[config.mk]
export PLATFORM = sky130hd
export DESIGN_NAME = uart_cmd_decoder
export DESIGN_NICKNAME = d
export VERILOG_FILES = /design/src/rtl/motor_pkg.sv /design/src/rtl/tick_timer.sv /design/src/rtl/uart_cmd_decoder.sv
export SDC_FILE = /design/constraint.sdc
export NUM_CORES = 1
export LEC_CHECK = 0
export CAP_MARGIN = 15
export CORE_ASPECT_RATIO = 0.9
export CORE_UTILIZATION = 60
export DETAILED_ROUTE_END_ITERATION = 10
export PLACE_DENSITY = 0.91
export SLEW_MARGIN = 20
export SYNTH_ARGS = -nofsm -noshare
export SYNTH_HDL_FRONTEND = slang
export SYNTH_SLANG_ARGS = --single-unit
[constraint.sdc]
create_clock -name clk -period 5.05 [get_ports clk]
set_input_delay 1.2625 -clock clk [delete_from_list [all_inputs] [get_ports clk]]
set_output_delay 1.2625 -clock clk [all_outputs]
set_load 0.005 [all_outputs]
[src/rtl/motor_pkg.sv]
// Shared types and constants for the UART motor command path.
`default_nettype none

package motor_pkg;

   typedef enum logic [1:0] {
      IDLE    = 2'd0,
      GOT_HDR = 2'd1,
      GOT_CMD = 2'd2
   } state_t;

   localparam logic [1:0] MOT_STOP = 2'b00;
   localparam logic [7:0] DEF_HDR  = 8'hA5;

   localparam int LCMD_HI = 5;
   localparam int LCMD_LO = 4;
   localparam int RCMD_HI = 3;
   localparam int RCMD_LO = 2;

   // A command is usable only with its reserved bits clear and a matching inverted checksum.
   function automatic logic frame_ok(input logic [7:0] cmd, input logic [7:0] chk);
      return (chk == ~cmd) && (cmd[7:6] == 2'b00) && (cmd[1:0] == 2'b00);
   endfunction

endpackage

`default_nettype wire

[src/rtl/tick_timer.sv]
// Saturating cycle counter; expired is high while the count sits at TICKS-1.
`default_nettype none

module tick_timer #(
   parameter int TICKS = 16
) (
   input  logic clk,
   input  logic reset,
   input  logic clr,
   input  logic en,
   output logic expired
);

   localparam int         W    = (TICKS > 1) ? $clog2(TICKS) : 1;
   localparam logic [W-1:0] LAST = W'(TICKS - 1);

   logic [W-1:0] cnt_q;

   always_ff @(posedge clk or negedge reset) begin
      if (!reset) begin
         cnt_q <= '0;
      end else if (clr) begin
         cnt_q <= '0;
      end else if (en && (cnt_q != LAST)) begin
         cnt_q <= cnt_q + 1'b1;
      end
   end

   assign expired = (cnt_q == LAST);

endmodule

`default_nettype wire

[src/rtl/uart_cmd_decoder.sv]
// Assembles header/command/checksum frames from UART bytes into registered motor commands,
// with an inter-byte gap abort and a watchdog that stops both motors.
`default_nettype none

module uart_cmd_decoder
   import motor_pkg::*;
#(
   parameter logic [7:0] HDR        = DEF_HDR,
   parameter int         GAP_TICKS  = 50_000,
   parameter int         WDOG_TICKS = 5_000_000
) (
   input  logic       clk,
   input  logic       reset,
   input  logic [7:0] rx_data,
   input  logic       rx_valid,
   output logic [1:0] lcmd,
   output logic [1:0] rcmd,
   output logic       cmd_valid,
   output logic       frame_err,
   output logic       timeout,
   output logic [7:0] frame_cnt
);

   state_t     state_q;
   logic [7:0] cmd_q;
   logic [1:0] lcmd_q;
   logic [1:0] rcmd_q;
   logic       cmd_valid_q;
   logic       frame_err_q;
   logic       timeout_q;
   logic [7:0] frame_cnt_q;

   logic in_frame;
   logic chk_ok;
   logic accept;
   logic gap_exp;
   logic gap_abort;
   logic wdog_exp;

   assign in_frame  = (state_q != IDLE);
   assign chk_ok    = frame_ok(cmd_q, rx_data);
   assign accept    = rx_valid && (state_q == GOT_CMD) && chk_ok;
   // A byte landing on the expiry cycle still counts, so the abort needs a quiet line.
   assign gap_abort = in_frame && !rx_valid && gap_exp;

   tick_timer #(.TICKS(GAP_TICKS)) u_gap (
      .clk     (clk),
      .reset   (reset),
      .clr     (rx_valid || !in_frame),
      .en      (in_frame),
      .expired (gap_exp)
   );

   tick_timer #(.TICKS(WDOG_TICKS)) u_wdog (
      .clk     (clk),
      .reset   (reset),
      .clr     (accept),
      .en      (1'b1),
      .expired (wdog_exp)
   );

   always_ff @(posedge clk or negedge reset) begin
      if (!reset) begin
         state_q     <= IDLE;
         cmd_q       <= '0;
         lcmd_q      <= MOT_STOP;
         rcmd_q      <= MOT_STOP;
         cmd_valid_q <= 1'b0;
         frame_err_q <= 1'b0;
         timeout_q   <= 1'b0;
         frame_cnt_q <= '0;
      end else begin
         cmd_valid_q <= accept;
         frame_err_q <= 1'b0;

         if (rx_valid) begin
            case (state_q)
               IDLE: begin
                  if (rx_data == HDR) state_q <= GOT_HDR;
               end
               GOT_HDR: begin
                  cmd_q   <= rx_data;
                  state_q <= GOT_CMD;
               end
               GOT_CMD: begin
                  state_q <= IDLE;
                  if (!chk_ok) frame_err_q <= 1'b1;
               end
               default: state_q <= IDLE;
            endcase
         end else if (gap_abort) begin
            state_q     <= IDLE;
            frame_err_q <= 1'b1;
         end

         // An accept on the expiry cycle takes priority over the forced stop.
         if (accept) begin
            lcmd_q      <= cmd_q[LCMD_HI:LCMD_LO];
            rcmd_q      <= cmd_q[RCMD_HI:RCMD_LO];
            frame_cnt_q <= frame_cnt_q + 8'd1;
            timeout_q   <= 1'b0;
         end else if (wdog_exp) begin
            lcmd_q    <= MOT_STOP;
            rcmd_q    <= MOT_STOP;
            timeout_q <= 1'b1;
         end
      end
   end

   assign lcmd      = lcmd_q;
   assign rcmd      = rcmd_q;
   assign cmd_valid = cmd_valid_q;
   assign frame_err = frame_err_q;
   assign timeout   = timeout_q;
   assign frame_cnt = frame_cnt_q;

endmodule

`default_nettype wire

==> results.ini <==
[die]
fp.dieW_um = 80.6
io_pins = 26
initial_core_util_pct = 62.7
die_y_um = 72.7
die_area_um2 = 5860
rows = 25
core-area_um2 = 5320

[setup_path]
slowest_delay_ns = 0.60
critPathLaunchType = input port
crit_type = in -> reg
crit_top_cell = nand4b_1
crit_required_ns = 5.33
slowest_stage = nand4b_1
r2r_cells = 4
end_kind = flip-flop
cp_max_fo = 14
cp.arrival_ns = 3.33
worstPathCellList = clkdlybuf4s50_1, nand4b_1, nand4b_1, nor4_1, xor2_1

[placed_design]
pre_cts_ws_ns = 1.66
portBuffers = 25
gp_congestion = 0.803
hpwl_um = 4940

[sta]
timing.final.crit_share_pct = 60.6
setup-violations-final = 0
fin_skew_ns = 0.0116
post-route-min-period_ns = 3.06
drv_slew = 0
setup_tns_ns = 0
hold_slack_ns = 0.498
max_slew.worst_pin.slew_ns = 0.710
max_freq_mhz = 327
setup_slack_ns = 1.99
relSlewSlack_pct = 52.7
grt_setup_unrepaired = false
finalHoldViolations = 0

[synthesis]
ys_types = 43
yosysTopAreaCell = dfrtp_1
syn-cell-area_um2 = 3340
synthArstFlopShare_pct = 100
synthCells = 322
synth_fp_nets = 336
synth-seq-cells = 64
yosysSeqAreaShare_pct = 48.0
synth_top_area_share_pct = 48.0
synth_most_common_cell = dfrtp_1
synth_common_cells = dfrtp_1 (64), a21oi_1 (24), o21ai_0 (19)
synth_warnings = 0
ys.flop_type = dfrtp_1
yosys-top-cells-area = dfrtp_1 (48%), xor2_1 (4.2%), a21oi_1 (3.6%)
synth_edf_count = 0
synth_area_per_cell_um2 = 10.4

[global_route]
grt_pass1_vias = 2633
grt_pass1_wl_um = 12100
grt_overflow = 0
grt_start_max_net_pins = 43
antenna_found_initial = 0
track_usage_pct = 27.7

[power]
p_per_area_nw_per_um2 = 335
p_leak_nw = 1.54
ir_drop_mv = 0.250

[clocking]
cts_hold_buffers = 0
cts_resized = 0
cts_tree = yes
cts_made_buffers = 9
post_cts.repair.setup_buffers = 0
root_buffer = clkbuf_8
worstSkewPairLatency_ns = 0.36
clk_pin_slew_ns = 0.07
cts.path.max_buffers = 2
htreeDepth = 3
numClockSinks = 64

[detailed_routing]
vias = 2671
drt-pass1-iter-count = 5
antenna_left = 0
drtIter0Drc = 300
wl_per_cell_um = 16.9
drc = 0
drt_wl_total_um = 7110
avgViaCountPerCell = 6.34

[finish]
drive_gt1_share_pct = 10.7
nets = 363
area_delta_synth_final_pct = 14.9
diodes = 0

[job]
maxCapViolations = 0

[hold_path]
min_path_cells = 1
hp-class = reg -> reg

[run_status]
run_status = completed

## layout make-up
type,instances,area (um2)
well taps,67,83.8
multi-input cells,232,1630
inverters,15,56.3
fillers,370,1490
clock buffers,11,141
clock inverters,5,56.3
flip-flops and latches,64,1600
repair buffers,27,260
## logic make-up after synthesis
kind of cell,share of synthesized area [%]
muxes,6.08
xor gates and xnor gates,7.31
adders and majority gates,1.13
DFF,48.0
buffers and inverters,3.38
AOI/OAI and AO/OA,10.5
and+or+nand+nor,23.6
## flip-flops by register name (all words and copies together), names as in the netlist
name,count
frame_err,1
state_q,2
cmd_valid,1
cmd_q,8
u_gap.cnt_q,16
rcmd,2
lcmd,2
timeout,1
u_wdog.cnt_q,23
frame_cnt,8
## layer usage
layer | share of wire, % | vias up | GRT usage, %
met1 | 43 | 1304 | 35.4
li1 | - | 1251 | -
met3 | 5.3 | 12 | 8.38
met5 | 0 | - | 0
met2 | 50 | 104 | 44.6
met4 | 1.5 | 0 | 10.5
## worst max-delay path, delay by kind of cell
kind,cells,cell delay [ns]
xor+xnor,1,0.19
buf+inv,1,0.54
simple gates,3,1.34
## through the flow
step / cells / area [um2] / total power [mW] / utilization [%]
detailed placement: 405 / 3630 / 0.843 / 68.2
global route: 421 / 3830 / 1.34 / 72.0
CTS: 421 / 3820 / 1.28 / 71.9
floorplan: 322 / 3340 / 0.774 / -
global placement: 405 / 3620 / 0.826 / 68.1
finish: 421 / 3830 / 1.28 / 72.0
## layout by cell type, fill, tap and decap left out, types with 5 or more instances in the layout
cell type / count
dfrtp_1: 64
a21oi_1: 24
clkdlybuf4s50_1: 24
o21ai_0: 19
nor2_1: 17
xor2_1: 16
inv_1: 15
nand3_1: 14
nand4_1: 13
nand2_1: 12
nor3_1: 10
or4_1: 10
mux2_2: 10
xnor2_1: 10
clkbuf_8: 10
or3_1: 9
mux2i_1: 9
o31ai_1: 8
nand4b_1: 5
and4_1: 5
## worst paths after layout
check	from	endpoint	slack, ns
setup reg to reg	u_wdog.cnt_q[2]	u_wdog.cnt_q[17]	2.90
min in group asynchronous	reset	u_gap.cnt_q[4]	0.87
hold / removal	frame_cnt[3]	frame_cnt[3]	0.50
max in group asynchronous	reset	cmd_q[5]	3.26
hold reg to reg	frame_cnt[3]	frame_cnt[3]	0.50
setup / recovery	rx_data[0]	frame_cnt[7]	1.99
## where the power goes
part / switching, mW / internal, mW
Combinational: 0.0881 / 0.0769
Sequential: 0.0914 / 0.585
Clock: 0.200 / 0.240
Note: power is estimated with default switching activity, not from simulation.
